**src/rtl/adder_share_arb_if.sv**
```systemverilog
// =============================================================================
// adder_share_arb_if : request/result bundle for the shared adder arbiter
// Rev 1.0
// =============================================================================
`default_nettype none

interface adder_share_arb_if #(
    parameter int NREQ  = 4,
    parameter int WIDTH = 32,
    parameter int IDW   = 2
);
    logic [NREQ-1:0]       req_valid;
    logic [NREQ*WIDTH-1:0] req_a;
    logic [NREQ*WIDTH-1:0] req_b;
    logic [NREQ-1:0]       req_cin;
    logic [NREQ-1:0]       req_ready;
    logic                  res_valid;
    logic                  res_ready;
    logic [IDW-1:0]        res_id;
    logic [WIDTH-1:0]      res_sum;
    logic                  res_cout;
    logic                  res_ovf;
    logic                  busy;

    modport master (
        output req_valid, req_a, req_b, req_cin, res_ready,
        input  req_ready, res_valid, res_id, res_sum, res_cout, res_ovf, busy
    );

    modport slave (
        input  req_valid, req_a, req_b, req_cin, res_ready,
        output req_ready, res_valid, res_id, res_sum, res_cout, res_ovf, busy
    );
endinterface

`default_nettype wire

```
**src/rtl/adder_share_arb.sv**
```systemverilog
// =============================================================================
// adder_share_arb : round-robin arbiter sharing one ripple-carry adder
// Rev 1.0
// =============================================================================
`default_nettype none

module adder_share_arb #(
    parameter int NREQ  = 4,
    parameter int WIDTH = 32,
    parameter int IDW   = 2
) (
    input  logic               clk,
    input  logic               rst_n,
    adder_share_arb_if.slave   bus
);
    localparam logic [1:0] S_IDLE = 2'd0;
    localparam logic [1:0] S_EXEC = 2'd1;
    localparam logic [1:0] S_DONE = 2'd2;

    logic [1:0]       state_q,     state_d;
    logic [IDW-1:0]   rr_ptr_q,    rr_ptr_d;
    logic [WIDTH-1:0] op_a_q,      op_a_d;
    logic [WIDTH-1:0] op_b_q,      op_b_d;
    logic             op_cin_q,    op_cin_d;
    logic [IDW-1:0]   op_id_q,     op_id_d;
    logic             res_valid_q, res_valid_d;
    logic [IDW-1:0]   res_id_q,    res_id_d;
    logic [WIDTH-1:0] res_sum_q,   res_sum_d;
    logic             res_cout_q,  res_cout_d;
    logic             res_ovf_q,   res_ovf_d;

    logic             grant_found;
    logic [IDW-1:0]   grant_idx;
    logic [IDW-1:0]   scan_idx;
    logic [WIDTH-1:0] sel_a;
    logic [WIDTH-1:0] sel_b;
    logic             sel_cin;
    logic [NREQ-1:0]  req_ready_w;
    logic [WIDTH-1:0] add_sum;
    logic             add_cout;
    logic             add_ovf;
    logic             carry;

    // Scan from rr_ptr upward with wrap; the first valid requester wins.
    always_comb begin
        grant_found = 1'b0;
        grant_idx   = '0;
        scan_idx    = '0;
        for (int k = 0; k < NREQ; k++) begin
            scan_idx = IDW'((int'(rr_ptr_q) + k) % NREQ);
            if (!grant_found && bus.req_valid[scan_idx]) begin
                grant_found = 1'b1;
                grant_idx   = scan_idx;
            end
        end
    end

    always_comb begin
        sel_a   = '0;
        sel_b   = '0;
        sel_cin = 1'b0;
        for (int i = 0; i < NREQ; i++) begin
            if (IDW'(i) == grant_idx) begin
                sel_a   = bus.req_a[i*WIDTH +: WIDTH];
                sel_b   = bus.req_b[i*WIDTH +: WIDTH];
                sel_cin = bus.req_cin[i];
            end
        end
    end

    always_comb begin
        req_ready_w = '0;
        if (rst_n && (state_q == S_IDLE) && grant_found) begin
            req_ready_w[grant_idx] = 1'b1;
        end
    end

    // Full-adder chain walked LSB to MSB so the carry ripples bit by bit.
    always_comb begin
        add_sum = '0;
        carry   = op_cin_q;
        for (int i = 0; i < WIDTH; i++) begin
            add_sum[i] = op_a_q[i] ^ op_b_q[i] ^ carry;
            carry      = (op_a_q[i] & op_b_q[i]) | (carry & (op_a_q[i] ^ op_b_q[i]));
        end
        add_cout = carry;
        add_ovf  = (op_a_q[WIDTH-1] == op_b_q[WIDTH-1]) &&
                   (add_sum[WIDTH-1] != op_a_q[WIDTH-1]);
    end

    always_comb begin
        state_d     = state_q;
        rr_ptr_d    = rr_ptr_q;
        op_a_d      = op_a_q;
        op_b_d      = op_b_q;
        op_cin_d    = op_cin_q;
        op_id_d     = op_id_q;
        res_valid_d = res_valid_q;
        res_id_d    = res_id_q;
        res_sum_d   = res_sum_q;
        res_cout_d  = res_cout_q;
        res_ovf_d   = res_ovf_q;
        case (state_q)
            S_IDLE: begin
                if (grant_found) begin
                    op_a_d   = sel_a;
                    op_b_d   = sel_b;
                    op_cin_d = sel_cin;
                    op_id_d  = grant_idx;
                    rr_ptr_d = IDW'((int'(grant_idx) + 1) % NREQ);
                    state_d  = S_EXEC;
                end
            end
            S_EXEC: begin
                res_sum_d   = add_sum;
                res_cout_d  = add_cout;
                res_ovf_d   = add_ovf;
                res_id_d    = op_id_q;
                res_valid_d = 1'b1;
                state_d     = S_DONE;
            end
            S_DONE: begin
                if (bus.res_ready) begin
                    res_valid_d = 1'b0;
                    state_d     = S_IDLE;
                end
            end
            default: begin
                state_d = S_IDLE;
            end
        endcase
    end

    always_ff @(posedge clk) begin
        if (!rst_n) begin
            state_q     <= S_IDLE;
            rr_ptr_q    <= '0;
            op_a_q      <= '0;
            op_b_q      <= '0;
            op_cin_q    <= 1'b0;
            op_id_q     <= '0;
            res_valid_q <= 1'b0;
            res_id_q    <= '0;
            res_sum_q   <= '0;
            res_cout_q  <= 1'b0;
            res_ovf_q   <= 1'b0;
        end else begin
            state_q     <= state_d;
            rr_ptr_q    <= rr_ptr_d;
            op_a_q      <= op_a_d;
            op_b_q      <= op_b_d;
            op_cin_q    <= op_cin_d;
            op_id_q     <= op_id_d;
            res_valid_q <= res_valid_d;
            res_id_q    <= res_id_d;
            res_sum_q   <= res_sum_d;
            res_cout_q  <= res_cout_d;
            res_ovf_q   <= res_ovf_d;
        end
    end

    assign bus.req_ready = req_ready_w;
    assign bus.res_valid = res_valid_q;
    assign bus.res_id    = res_id_q;
    assign bus.res_sum   = res_sum_q;
    assign bus.res_cout  = res_cout_q;
    assign bus.res_ovf   = res_ovf_q;
    assign bus.busy      = (state_q != S_IDLE);

endmodule

`default_nettype wire
```
**src/flat_wrapper.sv**
```systemverilog
// flat-port wrapper written by rule: the top's interface ports become plain ports
module adder_share_arb_flat 
#(
    parameter int NREQ  = 4,
    parameter int WIDTH = 32,
    parameter int IDW   = 2
)
  (clk, rst_n, bus_req_valid, bus_req_a, bus_req_b, bus_req_cin, bus_res_ready, bus_req_ready, bus_res_valid, bus_res_id, bus_res_sum, bus_res_cout, bus_res_ovf, bus_busy);
  adder_share_arb_if #(.NREQ(NREQ), .WIDTH(WIDTH), .IDW(IDW)) bus_i ();
  input  logic clk;
  input  logic rst_n;
  input wire logic [$bits(bus_i.req_valid)-1:0] bus_req_valid;
  input wire logic [$bits(bus_i.req_a)-1:0] bus_req_a;
  input wire logic [$bits(bus_i.req_b)-1:0] bus_req_b;
  input wire logic [$bits(bus_i.req_cin)-1:0] bus_req_cin;
  input wire logic [$bits(bus_i.res_ready)-1:0] bus_res_ready;
  output wire logic [$bits(bus_i.req_ready)-1:0] bus_req_ready;
  output wire logic [$bits(bus_i.res_valid)-1:0] bus_res_valid;
  output wire logic [$bits(bus_i.res_id)-1:0] bus_res_id;
  output wire logic [$bits(bus_i.res_sum)-1:0] bus_res_sum;
  output wire logic [$bits(bus_i.res_cout)-1:0] bus_res_cout;
  output wire logic [$bits(bus_i.res_ovf)-1:0] bus_res_ovf;
  output wire logic [$bits(bus_i.busy)-1:0] bus_busy;
  assign bus_i.req_valid = bus_req_valid;
  assign bus_i.req_a = bus_req_a;
  assign bus_i.req_b = bus_req_b;
  assign bus_i.req_cin = bus_req_cin;
  assign bus_i.res_ready = bus_res_ready;
  assign bus_req_ready = bus_i.req_ready;
  assign bus_res_valid = bus_i.res_valid;
  assign bus_res_id = bus_i.res_id;
  assign bus_res_sum = bus_i.res_sum;
  assign bus_res_cout = bus_i.res_cout;
  assign bus_res_ovf = bus_i.res_ovf;
  assign bus_busy = bus_i.busy;
  adder_share_arb #(.NREQ(NREQ), .WIDTH(WIDTH), .IDW(IDW)) u_core (.clk(clk), .rst_n(rst_n), .bus(bus_i));
endmodule
```
**config.mk**
```make
export PLATFORM = sky130hd
export DESIGN_NAME = adder_share_arb_flat
export DESIGN_NICKNAME = d
export VERILOG_FILES = /design/src/rtl/adder_share_arb_if.sv /design/src/rtl/adder_share_arb.sv /design/src/flat_wrapper.sv
export SDC_FILE = /design/constraint.sdc
export NUM_CORES = 1
export LEC_CHECK = 0
export BUFFER_PORTS_ARGS = -buffer_cell sky130_fd_sc_hd__buf_2
export CAP_MARGIN = 40
export CORE_MARGIN = 4
export CORE_UTILIZATION = 35
export CTS_CLUSTER_SIZE = 24
export DETAILED_ROUTE_END_ITERATION = 6
export PLACE_DENSITY = 0.74
export SLEW_MARGIN = 20
export SYNTH_ARGS = -nofsm -noshare
export SYNTH_HDL_FRONTEND = slang
export SYNTH_SLANG_ARGS = --single-unit
```
**constraint.sdc**
```tcl
create_clock -name clk -period 18 [get_ports clk]
set_clock_uncertainty 0.2 [all_clocks]
set_input_delay 1.8 -clock clk [delete_from_list [all_inputs] [get_ports clk]]
set_output_delay 1.8 -clock clk [all_outputs]
set_load 0.02 [all_outputs]
```
==> impl_results.md, run 1 <==
- Slew headroom: 0.512
- Syn avg cell area: 7.43 um^2
- Clk slew on worst S/H paths: 0.07 ns
- DR DRC count: 0
- Post-DRT Antenna Nets: 0
- # Post-CTS Setup Buffers: 0
- Min Hold Slack: 0.248 ns
- Power per cell area: 106 mW/mm^2
- Num CTS Buffers: 9
- FFs w/ async S/R, synth: 0
- Initial antenna violation count: 2
- Total grt overflow: 0
- Bufs on Longest Clock Path: 2
- IO Pins: 309
- Reg2reg path depth: 39
- Worst Setup Path Type: reg2reg
- Hold WC Path Type: reg2reg
- Synth Flop Type: dfxtp_1
- Die ar.: 0.0214 mm^2
- Final cycle utilization of the critical path: 0.879
- H-tree Lvls: 3
- Layout cells sized above 1: 0.305
- Number of synthesized flops with an enable pin: 0
- WL/cell: 15.1 um
- CP Max Fanout: 2
- Clock Sinks: 108
- Synth top area share: 0.323
- Area leader, netlist: dfxtp_1
- Global-route wire length before repair: 32700 um
- Run status: finished, final reports clean
- Multi-input gate area: 0.00391 mm^2
- Maximum clock frequency: 0.0632 GHz
- Tot Pwr: 0.924 mW
- First-iteration detailed-routing DRC count: 330
- Area Growth Syn to Fin: 29.7%
- Register Area: 0.00216 mm^2
- Seq/Total Area, Yosys: 0.323
- Nets: 1451
- WHS Path Cells: 2
- Final slew viol count: 0
- Slack of the critical path: 2.18 ns
- CTS tree: done
- Yosys warning total: 0
- Core area: 0.0188 mm^2
- Die H: 146 um
- Crit start category: flop
- Avg Vias per Cell: 5.06
- Clock latency on the worst-skew pair: 0.34 ns
- Hold-fix buffers, CTS: 0
- Pre-CTS WS: 2.03 ns
- Starting Density: 0.357
- Syn Inst Count: 902
- Most frequent cell after synthesis: a21oi_1
- Leak: 4.15 nW
- Register bit total from synthesis: 108
- Resize count post-CTS: 0
- Vias post-DR: 7020
- Root buffer cell: clkbuf_16
- Vias in the first global route: 6486
- Mapped Nets: 1206
- Final hold violations: 0
- Fill count: 1862
- TNS Setup: 0 ns
- Buffers on Ports: 308
- DRT Pass-1 Iters: 6
- Worst vdd ir: 48.4 uV
- Post-DP HPWL: 15800 um
- Die X: 146 um
- Slowest-stage cell, CP: fa_1
- RSZ-0062 raised after global routing: no
- Max_cap viols: 0
- Final Wtd Congestion: 0.845
- WL final: 21000 um
- Measured slew at the worst slew-check pin: 0.731 ns
- Cell Rows: 50
- Most Frequent Cell on Critical Path: fa_1
- Tot GR Track Use: 0.186
- Area of the mapped netlist: 0.00670 mm^2
- Req. time, crit path: 18.08 ns
- Most frequent cells after synthesis: a21oi_1 (190), nand2_1 (135), dfxtp_1 (108)
- # setup viols final: 0
- Unique masters post-synth: 30
- Post-route cell area: 0.00869 mm^2
- Placed inst area: 0.00834 mm^2
- Crit. End Element: flop
- Top post-synthesis cells by area: dfxtp_1 (32%), a21oi_1 (14%), fa_1 (9.6%)
- Crit path DAT: 15.90 ns
- Slowest stage delay, CP: 0.48 ns
- Pin count of the biggest net entering global routing: 79
- Min Tclk post-route: 15.82 ns
## stage by stage
step            util  instances
3_3_place_gp   0.439       1365
2_1_floorplan      -        902
3_5_place_dp   0.444       1369
4_1_cts        0.462       1385
6_report       0.463       1387
5_1_grt        0.463       1387
## cell type report
| class | instances | share of cell area |
|---|---|---|
| clock inverter | 4 | 0.0112 |
| multi-input combinational | 632 | 0.449 |
| antenna | 1 | 0.000288 |
| clock buffer | 12 | 0.0272 |
| tap | 234 | 0.0337 |
| timing repair buffer | 320 | 0.197 |
| inverter | 76 | 0.0328 |
| sequential | 108 | 0.249 |
## flip-flops by register name, summed over array words and instances (netlist names), 2 cells and up
name                cells
u_core.bus.res_id       2
u_core.bus.res_sum     32
u_core.op_a_q          32
u_core.op_b_q          32
u_core.op_id_q          2
u_core.rr_ptr_q         2
u_core.state_q          2
## worst max-delay path, delay by kind of cell, from the launching register on
family,cells,cell delay (ns)
xor+xnor,1,0.16
compound gates,1,0.06
buf+inv,3,0.24
simple gates,2,0.24
fa+ha+maj,32,14.55
flops,1,0.33
## routing by layer
metal	up-vias	track usage	share of wire
met3	16	0.0410	0.067
met5	-	0	0.00062
met1	3164	0.236	0.43
met2	245	0.319	0.49
met4	2	0.0513	0.012
li1	3593	-	-
## layout by cell type (no fill, tap or decap), types with 2 or more instances in the layout
cell type | Yosys | routed
ha_4 | 0 | 3
clkbuf_16 | 0 | 9
fa_1 | 32 | 32
a21oi_2 | 9 | 9
nor2b_1 | 8 | 7
nand2_1 | 135 | 135
a21boi_1 | 33 | 33
dfxtp_1 | 108 | 108
inv_1 | 76 | 76
buf_16 | 0 | 2
a22oi_1 | 65 | 65
nor3_1 | 2 | 2
buf_4 | 3 | 7
o21ai_1 | 28 | 28
o21ai_0 | 105 | 105
bufinv_16 | 0 | 3
buf_2 | 35 | 308
and3_1 | 4 | 4
clkbuf_1 | 44 | 3
buf_12 | 0 | 3
o22ai_1 | 3 | 3
nor2_1 | 2 | 2
o211a_1 | 3 | 3
a21oi_1 | 190 | 190
## cells by family after synthesis
family                   count (synthesis)  share of synthesized area
AO/OA/AOI/OAI                          437                      0.371
buffers and inverters                  162                      0.102
AND/OR/NAND/NOR                        156                     0.0963
flip-flops                             108                      0.323
adder cells (fa/ha/maj)                 37                      0.105
XOR/XNOR                                 1                    0.00131
multiplexers                             1                    0.00149
## power breakdown
| part | internal, mW | switching (mW) | leakage, nW |
|---|---|---|---|
| logic | 0.153 | 0.235 | 3.10 |
| clock network | 0.136 | 0.0858 | 0.157 |
| registers | 0.284 | 0.0306 | 0.891 |
| total | 0.573 | 0.351 | 4.15 |
## final timing paths
check | end | start | slack (ns)
max | u_core.bus.res_ovf | u_core.op_cin_q | 2.18
min reg2reg | u_core.bus.res_sum[0] | u_core.bus.res_sum[0] | 0.25
min | u_core.bus.res_sum[0] | u_core.bus.res_sum[0] | 0.25
max reg2reg | u_core.bus.res_ovf | u_core.op_cin_q | 2.18
Power figures use the tool's default switching activity.
==> inputs of run 2 (changes only) <==
CTS_BUF_LIST = sky130_fd_sc_hd__clkbuf_16   (was unset)
==> run 2 against run 1 <==
Compared with the run above:
- hold slack barely moved
- die area did not move
- via count rose by 0.17%
- non-clock buffer count did not move
- critical path depth did not move
- critical path type unchanged
- largest cell class unchanged
==> impl_results.md, run 2 (synthesis gave the netlist of run 1 again) <==
- Run status: finished, final reports clean
- Starting Density: 0.357
- CP Max Fanout: 2
- Worst Setup Path Type: reg2reg
- Bufs on Longest Clock Path: 2
- Die ar.: 0.0214 mm^2
- Final hold violations: 0
- Met2 Track Usage GR: 0.319
- WL final: 20900 um
- Final cycle utilization of the critical path: 0.879
- Root buffer cell: clkbuf_16
- # Post-CTS Setup Buffers: 0
- Pin count of the biggest net entering global routing: 79
- Avg Vias per Cell: 5.07
- CTS tree: done
- Die H: 146 um
- Die X: 146 um
- H-tree Lvls: 3
- Clock latency on the worst-skew pair: 0.34 ns
- Buffers on Ports: 308
- Crit start category: flop
- Crit path DAT: 15.90 ns
- Nets: 1451
- Clk slew on worst S/H paths: 0.07 ns
- Initial antenna violation count: 2
- Most common cell after layout, fill and taps aside: buf_2
- WL/cell: 15.1 um
- Tot GR Track Use: 0.186
- Count of non-filler cells in the finished layout: 1387
- TNS Setup: 0 ns
- RSZ-0062 raised after global routing: no
- DR DRC count: 0
- Global-route wire length before repair: 32700 um
- Final Wtd Congestion: 0.845
- Post-DRT Antenna Nets: 0
- Leak: 4.16 nW
- Most crowded layer after global routing: met2
- Hold WC Path Type: reg2reg
- Crit. End Element: flop
- Placed cells: 1369
- Clock Sinks: 108
- Worst vdd ir: 48.5 uV
- Vias post-DR: 7032
- Post-DP HPWL: 15800 um
- Fill count: 1862
- Vias in the first global route: 6486
- IO Pins: 309
- Min Tclk post-route: 15.82 ns
- Measured slew at the worst slew-check pin: 0.739 ns
- Total grt overflow: 0
- Hold-fix buffers, CTS: 0
- Slowest stage delay, CP: 0.48 ns
- Slew headroom: 0.508
- Grt met1 use: 0.236
- First-iteration detailed-routing DRC count: 320
- Resize count post-CTS: 0
- Cell Rows: 50
- Slowest-stage cell, CP: fa_1
- Req. time, crit path: 18.08 ns
- Max_cap viols: 0
- Power per cell area: 106 mW/mm^2
- Most Frequent Cell on Critical Path: fa_1
- Final slew viol count: 0
- Core area: 0.0188 mm^2
- Area Growth Syn to Fin: 29.7%
- GR Layer Usage met3: 0.0410
- DRT Pass-1 Iters: 5
- Layout cells sized above 1: 0.305
- # setup viols final: 0
- Num CTS Buffers: 9
- Most frequent cells in the layout: buf_2 (308), a21oi_1 (190), nand2_1 (135), dfxtp_1 (108), o21ai_0 (105)
- Maximum clock frequency: 0.0632 GHz
==> run 2: metrics by stage <==
stage          utilization  power (mW)  worst slack (ns)  area (um^2)  hold slack (ns)
6_report             0.463       0.922              2.18         8690            0.249
5_1_grt              0.463        1.00              1.50         8690            0.271
4_1_cts              0.462       0.935              1.94         8670            0.251
3_5_place_dp         0.444       0.711              2.03         8340            0.241
3_3_place_gp         0.439       0.692              2.11         8240            0.238
2_1_floorplan            -       0.588              2.75         6700            0.231
==> run 2: layout make-up <==
type,instances,area (um^2),area share
multi-input combinational,632,3910,0.449
sequential,108,2160,0.249
timing repair buffer,320,1710,0.197
tap,234,293,0.0337
inverter,76,285,0.0328
clock buffer,9,225,0.0259
clock inverter,7,109,0.0125
antenna,1,2.50,0.000288
==> run 2: path summary, 6_finish.rpt <==
check | depth (start not counted) | to | slack [ns] | startpoint
max | 39 | u_core.bus.res_ovf | 2.18 | u_core.op_cin_q
min | 2 | u_core.bus.res_sum[0] | 0.25 | u_core.bus.res_sum[0]
max reg2reg | 39 | u_core.bus.res_ovf | 2.18 | u_core.op_cin_q
min reg2reg | 2 | u_core.bus.res_sum[0] | 0.25 | u_core.bus.res_sum[0]
==> run 2: report_power, final <==
part / total (mW) / internal [mW] / switching, mW
Clock: 0.220 / 0.135 / 0.0858
Combinational: 0.387 / 0.153 / 0.235
Sequential: 0.315 / 0.284 / 0.0306
Total: 0.922 / 0.571 / 0.351
==> run 2: worst max-delay path: cells and delay by family (launching register included) <==
kind / cells / cell delay, ns
fa+ha+maj: 32 / 14.55
flops: 1 / 0.33
buf+inv: 3 / 0.24
simple gates: 2 / 0.23
xor+xnor: 1 / 0.16
compound gates: 1 / 0.06
==> run 2: metal layers <==
metal	wire, um	vias up	share of wire
met4	251	2	0.012
met5	13	-	0.00062
met1	9030	3163	0.43
met3	1410	16	0.067
met2	10200	260	0.49
li1	-	3591	-
